## src/rtl/uart_baud_gen.sv

```systemverilog
// Programmable UART baud/oversample tick generator with runtime divisor, phase re-sync and legacy m_clk.
// Define UART_BAUD_FRAC_EN to add the fractional divisor (frac_in port, frac_q register).
module uart_baud_gen #(
  parameter int unsigned DIV_W       = 16,
  parameter int unsigned OVERSAMPLE  = 16,
  parameter int unsigned DEFAULT_DIV = 318,
  parameter int unsigned FRAC_W      = 4
) (
  input  logic             clk,
  input  logic             reset,
  input  logic             en,
  input  logic             div_wr,
  input  logic [DIV_W-1:0] div_in,
`ifdef UART_BAUD_FRAC_EN
  input  logic [FRAC_W-1:0] frac_in,
`endif
  input  logic             sync_clr,
  output logic [DIV_W-1:0] div_q,
  output logic             os_tick,
  output logic             bit_tick,
  output logic             m_clk
);

  localparam int unsigned OS_W = $clog2(OVERSAMPLE);

  if (OVERSAMPLE < 2 || FRAC_W < 1) begin : g_param_check
    $error("uart_baud_gen: OVERSAMPLE must be >= 2 and FRAC_W >= 1");
  end

  logic [DIV_W-1:0] cnt;
  logic [DIV_W-1:0] pend_div;
  logic [DIV_W-1:0] next_div;
  logic [OS_W-1:0]  os_cnt;
  logic             pend;
  logic             stretch;
  logic             wrap;
  logic             apply;
  logic [DIV_W:0]   limit;

  // A write in the same cycle as the apply point takes effect at that point.
  assign next_div = div_wr ? div_in : pend_div;
  assign apply    = (pend | div_wr) & (wrap | sync_clr | ~en);
  // >= rather than == keeps the counter bounded if the divisor shrinks while frozen.
  assign limit    = {1'b0, div_q} + {{DIV_W{1'b0}}, stretch};
  assign wrap     = en & ~sync_clr & ({1'b0, cnt} >= limit);

  always_ff @(posedge clk) begin
    if (reset) begin
      cnt      <= '0;
      os_cnt   <= '0;
      div_q    <= DIV_W'(DEFAULT_DIV);
      pend_div <= '0;
      pend     <= 1'b0;
      os_tick  <= 1'b0;
      bit_tick <= 1'b0;
      m_clk    <= 1'b0;
    end else begin
      os_tick  <= wrap;
      bit_tick <= wrap & (os_cnt == OS_W'(OVERSAMPLE - 1));

      if (div_wr) pend_div <= div_in;
      if (apply) begin
        div_q <= next_div;
        pend  <= 1'b0;
      end else if (div_wr) begin
        pend  <= 1'b1;
      end

      if (sync_clr) begin
        cnt    <= '0;
        os_cnt <= '0;
      end else if (wrap) begin
        cnt    <= '0;
        m_clk  <= ~m_clk;
        os_cnt <= (os_cnt == OS_W'(OVERSAMPLE - 1)) ? '0 : os_cnt + OS_W'(1);
      end else if (en) begin
        cnt    <= cnt + DIV_W'(1);
      end
    end
  end

`ifdef UART_BAUD_FRAC_EN
  logic [FRAC_W-1:0] frac_q;
  logic [FRAC_W-1:0] pend_frac;
  logic [FRAC_W-1:0] frac_acc;
  logic [FRAC_W:0]   frac_sum;

  assign frac_sum = {1'b0, frac_acc} + {1'b0, frac_q};

  // Carry out of the accumulator lengthens the following period by one clock.
  always_ff @(posedge clk) begin
    if (reset) begin
      frac_q    <= '0;
      pend_frac <= '0;
      frac_acc  <= '0;
      stretch   <= 1'b0;
    end else begin
      if (div_wr) pend_frac <= frac_in;
      if (apply)  frac_q    <= div_wr ? frac_in : pend_frac;
      if (sync_clr) begin
        frac_acc <= '0;
        stretch  <= 1'b0;
      end else if (wrap) begin
        frac_acc <= frac_sum[FRAC_W-1:0];
        stretch  <= frac_sum[FRAC_W];
      end
    end
  end
`else
  assign stretch = 1'b0;
`endif

endmodule

```

## config.mk

```make
export PLATFORM = sky130hd
export DESIGN_NAME = uart_baud_gen
export DESIGN_NICKNAME = d
export VERILOG_FILES = /design/src/rtl/uart_baud_gen.sv
export SDC_FILE = /design/constraint.sdc
export NUM_CORES = 1
export LEC_CHECK = 0
export CAP_MARGIN = 20
export CELL_PAD_IN_SITES_DETAIL_PLACEMENT = 1
export CELL_PAD_IN_SITES_GLOBAL_PLACEMENT = 1
export CORE_MARGIN = 1.5
export CORE_UTILIZATION = 48
export CTS_CLUSTER_DIAMETER = 120
export DETAILED_ROUTE_END_ITERATION = 8
export DONT_BUFFER_PORTS = 1
export HOLD_SLACK_MARGIN = 0.06
export PLACE_DENSITY = 0.79
export SYNTH_ARGS = -nofsm -noshare
export SYNTH_HDL_FRONTEND = slang
export SYNTH_SLANG_ARGS = --single-unit
```

## constraint.sdc

```tcl
create_clock -name clk -period 2.75 [get_ports clk]
set_clock_uncertainty 0.05 [all_clocks]
set_input_delay 0.275 -clock clk [delete_from_list [all_inputs] [get_ports clk]]
set_output_delay 0.275 -clock clk [all_outputs]
set_load 0.05 [all_outputs]
```

* Word level (Yosys, flattened, before mapping)
Cells that the tools add are included.
Word-level totals: output and inout bits 19, word-level logic and storage cells 28, bits of input ports 21, bits in registers 56
Operators by class: bitwise logic cells 10, add/subtract/negate cells 2, order comparisons 1, reductions and logical operators 4, mux-type cells 2, equal/unequal tests 1
Operator list (number):
- adder 16 x 1 -> 16 bit (second input constant) | 1
- greater-or-equal comparator 16 bit | 1
- 2-to-1 mux 16 bit | 1
- adder 4 x 1 -> 4 bit (second input constant) | 1
- AND 1 bit | 4
- equality test 4 bit (second input constant) | 1
- 2-to-1 mux 4 bit | 1
- OR reduction 2 bit | 2
- NOT 1 bit | 3
- bitwise OR 1 bit | 3
- OR reduction 3 bit | 1
- AND reduction 2 bit | 1

* Logic depth before layout (Yosys ltp)
Gate-level depths: netlist of the first run.
depth in word-level cells 7, mapped depth 9

* Least setup slack after synthesis of the first run
OpenSTA, ideal clock, no wires.
path type flip-flop to flip-flop, from reg div_q[15], to reg div_q[0], library setup time 0.121 ns, path buffers 2, data required time 2.579 ns, cell stages (with the launch flop) 9, arrival 2.605 ns, period minus slack after synthesis 2.776 ns, slack -0.026 ns, cells stage by stage dfxtp_1 -> inv_1 -> ha_1 -> nand4_2 -> or4_1 -> buf_6 -> a31oi_4 -> buf_12 -> mux2_4
Between the ends: word-level cells in the longest chain between the ends 5
RTL lines:
- from (decl) | line 18 | output logic [DIV_W-1:0] div_q,
- from (signal assigned) | line 51 | div_q <= DIV_W'(DEFAULT_DIV);
- from (signal assigned) | line 63 | div_q <= next_div;
- greater-or-equal comparator 16 bit | line 45 | assign wrap = en & ~sync_clr & ({1'b0, cnt} >= limit);
- AND 1 bit | line 45
- bitwise OR 1 bit (2 in a row) | line 42 | assign apply = (pend | div_wr) & (wrap | sync_clr | ~en);
- AND 1 bit | line 42
No other way between the ends. A chain may end at the register's enable or synchronous reset.

* Final worst setup path of the first run
from reg div_q[6], to reg div_q[7]
The elaborated chain is that of the path after synthesis.

==> metrics.cfg, run 1 <==
[sta]
worst_pin_slew_ps = 792.7
rsz0062_at_grt = false
drv_slew = 0
period_minus_slack_ps = 2569
max_freq_mhz = 389.2
hold_viol_final = 0
period_share_pct = 93.43
finalSetupTns_ps = 0
setup_viol = 0
relSlewSlack_pct = 46.98

[logic_synthesis]
async_reset_ff_share_pct = 0
avgSynthCellArea_sq_um = 9.657
ys_ff_latch = 56
synth_nets = 330
syn_inst = 291
yosysWarningCount = 0
synth_edf_count = 0
synthFlopType = dfxtp_1
ys_types = 41
synth_seq_area_share_pct = 39.89
synth_area_sq_mm = 0.002810

[critical_path]
arrival_ps = 2730
path_max_fanout = 11
required_ps = 2910
startpoint_type = flop
worstSetupPathType = reg2reg
endpoint_kind = flop

[power_and_ir_drop]
intPower_mw = 1.201
p_comb_share_pct = 13.9
seq_power_share_pct = 53.0
p_clk_share_pct = 33.1
switching_share_pct = 25.75
irDropWorstVdd_mv = 0.2839
p_total_mw = 1.618
leakage_nw = 1.314
p_sw_uw = 416.5
powerDensity_mw_per_mm2 = 532.1

[grt]
antenna_found_initial = 0
busiest_layer = met2
grt_use_met3_pct = 4.343
grt_pass1_vias = 2072
grt_pass1_wl_um = 10200
groute.layer.met1.usage_pct = 25.56
grt_util_met2_pct = 36.95
grt_max_degree = 20
track_usage_pct = 20.98
overflow = 0

[routing]
drtAntennaViolNets = 0
detail_route.vias_per_cell = 5.421
num_vias = 2049
avgRoutedWirePerCell_um = 16.10
routed_wl_um = 6087
drt_iter0_markers = 39
first_pass_iters = 4
drc_errors = 0

[cts]
clk_path_buf_depth = 2
ctsHtreeMaxLevel = 2
cts_tree = done
cts.sinks = 56
root_buffer = clkbuf_8
clk_latency_ps = 310
cts.clk_slew.worst_paths_ps = 100
numCtsBuffers = 5

[floorplanning]
core-area_sq_mm = 0.005574
die_h_um = 79.52
die_area_sq_mm = 0.006323
fp-row-count = 27
initial_core_util_pct = 50.42
io_pins = 40
die_x_um = 79.52

[place]
dp_hpwl_um = 4487
routabilityCongestion = 0.7526
dp_cells = 369
portBuffers = 0
placed_area_sq_mm = 0.002922

[status]
status = completed

[layout]
drive_gt1_share_pct = 17.97
diodes = 0
final_cell_mix = dfxtp_1 (52), nor2_1 (34), nand2_1 (28), nor3_1 (22)
final_common_cell = dfxtp_1
num-nets-final = 344
synthToLayoutAreaGrowth_pct = 8.192
final_area_sq_mm = 0.003040
finalNonFillerCells = 378

[worst_hold_path]
hold_class = in2reg

[flow_run]
max_cap_violations = 0

==> metrics by stage <==
stage	setup WS (ps)	util, %	hold WS, ps
after detailed placement	135.2	52.41	303.9
final	180.7	54.55	83.97
after floorplan	6.116	-	391.7
after global placement	203.3	52.41	303.3
after CTS	111.7	54.52	79.96
after global routing	34.89	54.55	80.30
==> routing by layer <==
metal  wire length (um)  share of wire [%]  vias up
met4                 61                1.0        0
met3                209                3.4        7
met1               2747                 45      985
met5                  0                  0        -
li1                   -                  -     1022
met2               3069                 50       35
==> synth_stat cells, types with 3 or more instances <==
library cell	number	area, sq um
and3_1	4	25.02
ha_1	18	225.2
clkbuf_1	3	11.26
mux2_4	10	150.1
xnor2_1	8	70.07
nand3_1	4	20.02
clkbuf_8	6	82.58
xor2_1	7	61.31
nor2_1	34	127.6
nand4_1	7	43.79
mux2i_1	20	200.2
mux2_2	7	78.83
a21oi_1	4	20.02
nor3_1	22	110.1
dfxtp_1	56	1121
nor4_1	3	18.77
inv_1	20	75.07
nand2_1	28	105.1
==> final cells by class <==
class	instances	area [sq um]
clock buffers	6	72.57
clock inverters	2	35.03
fillers	654	2534
inverters	20	75.07
multi-input cells	201	1469
flip-flops and latches	56	1126
well taps	72	90.09
repair buffers	21	172.7
==> sequential cells by signal, summed over array words and instances (netlist names) <==
signal	cells
os_cnt	4
m_clk	1
pend	1
pend_div	16
cnt	16
div_q	16
os_tick	1
bit_tick	1
==> cell families after synthesis <==
group | count (synthesis) | share of synthesized area, %
DFF | 56 | 39.89
buffers and inverters | 34 | 7.881
AOI/OAI and AO/OA | 16 | 4.898
xor gates and xnor gates | 15 | 4.675
and+or+nand+nor | 115 | 19.37
adders and majority gates | 18 | 8.014
muxes | 37 | 15.27
==> worst paths after layout <==
path / from / endpoint / slack [ps] / cells past startpoint
worst max register to register: div_q[6]$_SDFFE_PP0P_ / div_q[7]$_SDFFE_PP0P_ / 180 / 8
worst max-delay path: div_q[6]$_SDFFE_PP0P_ / div_q[7]$_SDFFE_PP0P_ / 180 / 8
worst min-delay path: sync_clr / os_cnt[2]$_SDFFE_PP0P_ / 80 / 2
worst min register to register: os_cnt[1]$_SDFFE_PP0P_ / os_cnt[1]$_SDFFE_PP0P_ / 440 / 2
==> power by group through the flow <==
| stage | combinational, mW | clock, mW | sequential, mW |
|---|---|---|---|
| after floorplan | 0.131 | 0 | 0.933 |
| after CTS | 0.226 | 0.547 | 0.859 |
| after global placement | 0.214 | 0 | 0.875 |
| after detailed placement | 0.219 | 0 | 0.877 |
| after global routing | 0.244 | 0.579 | 0.862 |
| final | 0.225 | 0.535 | 0.858 |
==> what timing repair did <==
action | 4_1_cts | 5_1_grt
gates resized for setup | 0 | 1
endpoints found under the hold margin | 19 | 0
endpoints found under the setup margin | 0 | 30
setup buffers | 0 | 0
hold buffers | 1 | 0
==> worst max-delay path, cell delays in order, from the launching register on <==
cell,delay (ps)
dfxtp_2,330
inv_1,60
ha_1,290
and3_2,190
o2111ai_1,150
or4_1,500
a31oi_4,360
buf_12,200
mux2_2,330
No activity file was read; power rests on OpenSTA's default activity.
==> run 2, diff against run 1 <==
--- a/config.mk
+++ b/config.mk
@@ -14,7 +14,8 @@
 export DETAILED_ROUTE_END_ITERATION = 8
 export DONT_BUFFER_PORTS = 1
 export HOLD_SLACK_MARGIN = 0.06
-export PLACE_DENSITY = 0.79
+export PLACE_DENSITY = 0.75
+export RECOVER_POWER = 100
 export SYNTH_ARGS = -nofsm -noshare
 export SYNTH_HDL_FRONTEND = slang
 export SYNTH_SLANG_ARGS = --single-unit
==> constraint.sdc (replaced) <==
create_clock -name clk -period 2.75 [get_ports clk]
set_clock_uncertainty 0.05 [all_clocks]
set_input_delay 0.6875 -clock clk [delete_from_list [all_inputs] [get_ports clk]]
set_output_delay 0.6875 -clock clk [all_outputs]
set_load 0.05 [all_outputs]
==> run 2 against run 1 <==
Net effect:
- critical path depth is the same
- register-to-register slack is essentially flat
- combinational power shrank 13%
- final area shrank 2.8%
- power grew 1.9%
- critical path type unchanged
- maximum frequency grew 0.52%
- sequential share of layout area grew 1.0 points
- die area is the same
- first-iteration DRC count grew 72%
- clock power grew 11%
==> metrics.cfg, run 2 (synthesis gave the netlist of run 1 again) <==
[grt]
groute.layer.met1.usage_pct = 25.81  ; +0.24 points
track_usage_pct = 21.65  ; +0.67 points
busiest_layer = met2
grt_util_met2_pct = 38.90  ; +1.9 points
grt_use_met3_pct = 4.914  ; +0.57 points
overflow = 0  ; unchanged
grt_pass1_vias = 2128  ; +2.7%
grt_pass1_wl_um = 10510  ; +3.0%
grt_max_degree = 36  ; +80%
antenna_found_initial = 0  ; unchanged

[floorplanning]
core-area_sq_mm = 0.005574  ; unchanged
initial_core_util_pct = 50.42  ; unchanged
die_area_sq_mm = 0.006323  ; unchanged
die_h_um = 79.52  ; unchanged
die_x_um = 79.52  ; unchanged
io_pins = 40  ; unchanged
fp-row-count = 27  ; unchanged

[power_and_ir_drop]
p_sw_uw = 419.3  ; +0.67%
powerDensity_mw_per_mm2 = 557.9  ; +4.9%
irDropWorstVdd_mv = 0.2826  ; -0.48%
leakage_nw = 1.229  ; -6.5%
p_comb_share_pct = 11.9  ; -2.0 points
seq_power_share_pct = 52.0  ; -1.0 points
intPower_mw = 1.229  ; +2.3%
switching_share_pct = 25.44  ; -0.31 points
p_clk_share_pct = 36.1  ; +3.0 points

[routing]
num_vias = 2042  ; -0.34%
detail_route.vias_per_cell = 5.416  ; about the same
drtAntennaViolNets = 0  ; unchanged
drt_iter0_markers = 67  ; +72%
first_pass_iters = 4  ; unchanged
routed_wl_um = 6200  ; +1.9%
drc_errors = 0  ; unchanged
avgRoutedWirePerCell_um = 16.45  ; +2.1%

[place]
portBuffers = 0  ; unchanged
dp_slack_ps = 101.8  ; -33.48 ps
dp_cells = 369  ; unchanged
routabilityCongestion = 0.8614  ; +14%
placed_area_sq_mm = 0.002922  ; unchanged
dp_hpwl_um = 4692  ; +4.6%

[cts]
cts.clk_slew.worst_paths_ps = 100  ; about the same
root_buffer = clkbuf_8
cts.sinks = 56  ; unchanged
numCtsBuffers = 5  ; unchanged
cts_hold_buf = 0  ; -1
cts_tree = done
cts_resized = 0  ; unchanged
clk_latency_ps = 310  ; about the same
ctsHtreeMaxLevel = 2  ; unchanged
clk_path_buf_depth = 2  ; unchanged
post-cts-setup-buffers = 0  ; unchanged

[layout]
final_cell_mix = dfxtp_1 (53), nor2_1 (34), nand2_1 (28), nor3_1 (22)
fillers = 665  ; +1.7%
final_common_cell = dfxtp_1
top_regs = cnt x16, div_q x16, pend_div x16
finalNonFillerCells = 377  ; -0.26%
synthToLayoutAreaGrowth_pct = 5.120
num-nets-final = 343  ; -0.29%
drive_gt1_share_pct = 9.836  ; -8.1 points
final_area_sq_mm = 0.002954  ; -2.8%
diodes = 0  ; unchanged

[sta]
worst_pin_slew_ps = 635.0  ; -157.7 ps
final.setup.worst_slack_ps = 194.1  ; +13.33 ps
setup_viol = 0  ; unchanged
period_share_pct = 92.94  ; -0.48 points
drv_slew = 0  ; unchanged
period_minus_slack_ps = 2556  ; -13.33 ps
hold_viol_final = 0  ; unchanged
rsz0062_at_grt = false
finalSetupTns_ps = 0  ; unchanged
max_freq_mhz = 391.2  ; +0.52%
relSlewSlack_pct = 57.67  ; +11 points

[critical_path]
reg2reg_depth = 8  ; unchanged
endpoint_kind = flop
rr_endpoint = div_q[4]$_SDFFE_PP1P_
path_max_fanout = 14  ; +3
reg2reg_from = div_q[6]$_SDFFE_PP0P_
startpoint_type = flop
r2r_slack_ps = 190  ; about the same
worstSetupPathType = reg2reg
arrival_ps = 2710  ; -20 ps
required_ps = 2900  ; about the same

[worst_hold_path]
hold_start = reset
hold_path_depth = 1  ; -1
whs_endpoint = os_tick$_SDFF_PP0_
hold_class = in2reg

[flow_run]
max_cap_violations = 0  ; unchanged

[status]
status = completed

## run 2: changes by cell type in the layout (fill, tap and decap cells not counted), sizes merged
cell and change:
clkinv -1, buf -16, clkbuf +17, dlygate4sd3 -1
## run 2: how the worst max path moves through the flow
stage | start | to | slack (ps) | cells after the start
4_1_cts | cnt[0]$_SDFFE_PP0P_ | cnt[10]$_SDFFE_PP0P_ | 80 | 9
2_1_floorplan | div_q[5]$_SDFFE_PP1P_ | div_q[13]$_SDFFE_PP0P_ | 6 | 9
5_1_grt | cnt[0]$_SDFFE_PP0P_ | cnt[6]$_SDFFE_PP0P_ | 20 | 9
3_3_place_gp | cnt[0]$_SDFFE_PP0P_ | cnt[7]$_SDFFE_PP0P_ | 250 | 9
6_report | div_q[6]$_SDFFE_PP0P_ | div_q[4]$_SDFFE_PP1P_ | 190 | 8
3_5_place_dp | cnt[0]$_SDFFE_PP0P_ | cnt[10]$_SDFFE_PP0P_ | 100 | 9
## run 2: through the flow
stage	utilization (%)	power (mW)	hold WS, ps
floorplan	-	1.064	397.2
global placement	52.41	1.090	417.7
detailed placement	52.41	1.099	434.1
CTS	54.68	1.683	384.5
global route	53.00	1.721	364.4
finish	53.00	1.648	383.8
## run 2: routing by layer
layer / vias to the layer above / part of all wire, % / routed length [um]
met2: 28 / 51 / 3161
li1: 1020 / - / -
met5: - / 0 / 0
met1: 987 / 45 / 2797
met3: 7 / 2.6 / 162
met4: 0 / 1.3 / 78
## run 2: final cells by class
| class | count | area [sq um] | share of cell area, % |
|---|---|---|---|
| well taps | 72 | 90.09 | 3.050 |
| inverters | 20 | 75.07 | 2.541 |
| repair buffers | 20 | 102.6 | 3.473 |
| flip-flops and latches | 56 | 1125 | 38.08 |
| multi-input cells | 201 | 1435 | 48.58 |
| clock buffers | 7 | 96.34 | 3.261 |
| clock inverters | 1 | 30.03 | 1.017 |
## run 2: power by group through the flow
stage	logic [mW]	clock network [mW]	registers, mW
detailed placement	0.222	0	0.878
floorplan	0.131	0	0.933
global route	0.215	0.645	0.861
global placement	0.214	0	0.876
CTS	0.223	0.602	0.859
finish	0.196	0.595	0.858
## run 2: critical path, cell delays in order, from the launching register on
cell and delay, ps:
dfxtp_1 360, inv_1 70, ha_1 300, and3_2 200
o2111ai_1 160, or4_1 510, a31oi_4 250, buf_12 180
mux2_1 340
==> run 3, diff against run 2 <==
--- a/config.mk
+++ b/config.mk
@@ -9,13 +9,12 @@
 export CELL_PAD_IN_SITES_DETAIL_PLACEMENT = 1
 export CELL_PAD_IN_SITES_GLOBAL_PLACEMENT = 1
 export CORE_MARGIN = 1.5
-export CORE_UTILIZATION = 48
+export CORE_UTILIZATION = 44
 export CTS_CLUSTER_DIAMETER = 120
 export DETAILED_ROUTE_END_ITERATION = 8
 export DONT_BUFFER_PORTS = 1
 export HOLD_SLACK_MARGIN = 0.06
-export PLACE_DENSITY = 0.75
-export RECOVER_POWER = 100
+export PLACE_DENSITY = 0.72
 export SYNTH_ARGS = -nofsm -noshare
 export SYNTH_HDL_FRONTEND = slang
 export SYNTH_SLANG_ARGS = --single-unit
==> constraint.sdc (replaced) <==
create_clock -name clk -period 2.1 [get_ports clk]
set_clock_uncertainty 0.05 [all_clocks]
set_input_delay 0.525 -clock clk [delete_from_list [all_inputs] [get_ports clk]]
set_output_delay 0.525 -clock clk [all_outputs]
set_load 0.05 [all_outputs]
==> run 3 against run 2 <==
Net effect:
- highest routed layer unchanged
- first-iteration DRC count shrank 4.5%
- final area increased by 27%
- maximum frequency increased by 9.0%
- final cell count rose by 11%
- power increased by 28%
- combinational power increased by 90%
- critical endpoint is now div_q[12]$_SDFFE_PP0P_
- setup slack got worse by 440 ps
- largest cell class unchanged
- clock-buffer cell count decreased by 1
- sequential power is 31% higher
- worst hold slack worse by 170 ps
- register-to-register slack worse by 440 ps
- critical path depth is the same
- the flow now finishes with violations (negative setup slack)
- critical path type unchanged
==> metrics.cfg, run 3 (synthesis gave the netlist of run 1 again) <==
[status]
status = finished, violations left
violations = negative setup slack

[sta]
finalHoldWorstSlack_ps = 209.0  ; -174.8 ps
finalSetupTns_ps = -7720  ; -7720 ps
final.setup.worst_slack_ps = -245.6  ; -439.7 ps
hold_viol_final = 0  ; unchanged
rsz0062_at_grt = true
worst_pin_slew_ps = 599.7  ; -35.23 ps
period_share_pct = 111.7  ; +19 points
relSlewSlack_pct = 60.02  ; +2.3 points
period_minus_slack_ps = 2346  ; -210.3 ps
setup_viol = 39  ; +39
drv_slew = 0  ; unchanged
max_freq_mhz = 426.3  ; +9.0%

[grt]
antenna_found_initial = 0  ; unchanged
grt_max_degree = 36  ; unchanged
grt_pass1_vias = 2473  ; +16%
grt_pass1_wl_um = 12400  ; +18%
track_usage_pct = 22.76  ; +1.1 points
overflow = 0  ; unchanged

[layout]
fillers = 663  ; -0.30%
finalNonFillerCells = 420  ; +11%
final_area_sq_mm = 0.003764  ; +27%
seq_area_sq_mm = 0.001171  ; +4.1%
top_regs = cnt x16, div_q x16, pend_div x16
diodes = 0  ; unchanged
multiInputGateArea_sq_mm = 0.001799  ; +25%
num-nets-final = 383  ; +12%
fin_util_pct = 62.46  ; +9.5 points
synthToLayoutAreaGrowth_pct = 33.93
drive_gt1_share_pct = 44.06  ; +34 points
final_common_cell = buf_4
final_cell_mix = buf_4 (53), dfxtp_1 (40), nor2_1 (33), nand2_1 (28), mux2i_1 (19)

[routing]
routed_wl_um = 7904  ; +27%
drt_iter0_markers = 64  ; -4.5%
drc_errors = 0  ; unchanged
first_pass_iters = 4  ; unchanged
num_vias = 2273  ; +11%
detail_route.vias_per_cell = 5.412  ; about the same
drtAntennaViolNets = 0  ; unchanged
avgRoutedWirePerCell_um = 18.82  ; +14%

[power_and_ir_drop]
p_total_mw = 2.112  ; +28%
p_clk_share_pct = 29.1  ; -7.0 points
p_comb_share_pct = 17.7  ; +5.8 points
seq_power_share_pct = 53.2  ; +1.2 points
intPower_mw = 1.501  ; +22%
powerDensity_mw_per_mm2 = 561.1  ; +0.57%
irDropWorstVdd_mv = 0.4861  ; +72%
p_sw_uw = 610.5  ; +46%
switching_share_pct = 28.91  ; +3.5 points
leakage_nw = 1.558  ; +27%

[worst_hold_path]
hold_start = reset
hold_class = in2reg

[critical_path]
crit_start = div_q[2]$_SDFFE_PP1P_
endpoint_kind = flop
reg2reg_from = div_q[2]$_SDFFE_PP1P_
worstSetupPathType = reg2reg
required_ps = 2260  ; -640 ps
r2r_slack_ps = -250  ; -440 ps
startpoint_type = flop
cp_slowest_cell = or4_4
path_cells = inv_1 -> ha_1 -> or3_1 -> o2111ai_2 -> or4_4 -> a31oi_4 -> buf_12 -> mux2_4
cpPeakStageDelay_ps = 470  ; -40 ps
arrival_ps = 2500  ; -210 ps
path_max_fanout = 13  ; -1

[cts]
cts_tree = done
cts.sinks = 56  ; unchanged
cts.clk_slew.worst_paths_ps = 110  ; about the same
numCtsBuffers = 5  ; unchanged
clk_latency_ps = 320  ; about the same
ctsHtreeMaxLevel = 2  ; unchanged
root_buffer = clkbuf_8
clk_path_buf_depth = 2  ; unchanged

[place]
dp_hpwl_um = 5267  ; +12%
portBuffers = 0  ; unchanged
dp_cells = 404  ; +9.5%
dp_slack_ps = -255.5  ; -357.2 ps
routabilityCongestion = 0.7829  ; -9.1%
placed_area_sq_mm = 0.003382  ; +16%

[floorplanning]
initial_core_util_pct = 46.64  ; -3.8 points
fp-row-count = 28  ; +3.7%
core-area_sq_mm = 0.006026  ; +8.1%
io_pins = 40  ; unchanged
die_x_um = 82.92  ; +4.3%
die_area_sq_mm = 0.006875  ; +8.7%
die_h_um = 82.92  ; +4.3%

[flow_run]
max_cap_violations = 0  ; unchanged

run 3: cell count changes in the layout (fill, tap and decap cells not counted), moves of 11 or more:
cell and change:
buf_4 +50, nor3_1 -16, clkbuf_1 -15, mux2_4 +14
dfxtp_1 -13, nor3_2 +13, dfxtp_4 +12, inv_1 -11
run 3: critical path, delay by kind of cell (launching register included):
| kind | cells | cell delay, ps |
|---|---|---|
| multiplexers | 1 | 310 |
| buffers and inverters | 2 | 260 |
| flip-flops | 1 | 360 |
| AND/OR/NAND/NOR | 2 | 620 |
| adder cells (fa/ha/maj) | 1 | 290 |
| AO/OA/AOI/OAI | 2 | 330 |
run 3: power by group through the flow:
stage               registers (mW)  clock network [mW]  logic [mW]
floorplan                     1.22                   0       0.189
global placement              1.14                   0       0.333
detailed placement            1.15                   0       0.344
CTS                           1.12               0.626       0.360
global route                  1.13               0.673       0.400
finish                        1.12               0.615       0.373
run 3: metal layers:
layer	part of all wire, %	wire (um)	GRT usage, %
met1	40	3148	25.25
met2	55	4343	43.16
met3	2.5	199	4.473
met4	2.7	213	7.273
met5	0	0	0
run 3: layout make-up:
| class | count | area share [%] |
|---|---|---|
| tap | 75 | 2.493 |
| multi-input combinational | 201 | 47.81 |
| timing repair buffer | 60 | 14.10 |
| inverter | 20 | 2.128 |
| sequential | 56 | 31.12 |
| clock inverter | 2 | 0.4322 |
| clock buffer | 6 | 1.928 |
run 3: worst paths after layout:
kind / depth (start not counted) / end
setup / recovery: 8 / div_q[12]$_SDFFE_PP0P_
hold / removal: 1 / os_tick$_SDFF_PP0_
setup reg to reg: 8 / div_q[12]$_SDFFE_PP0P_
hold reg to reg: 2 / os_cnt[1]$_SDFFE_PP0P_
run 3: repair_timing:
action                     in CTS  in global routing
gates resized for setup        15                 17
setup endpoints to repair      38                 39
hold buffers                    0                  0
gates cloned                    0                  2
pin swaps                       1                  4
setup buffers                   3                  3
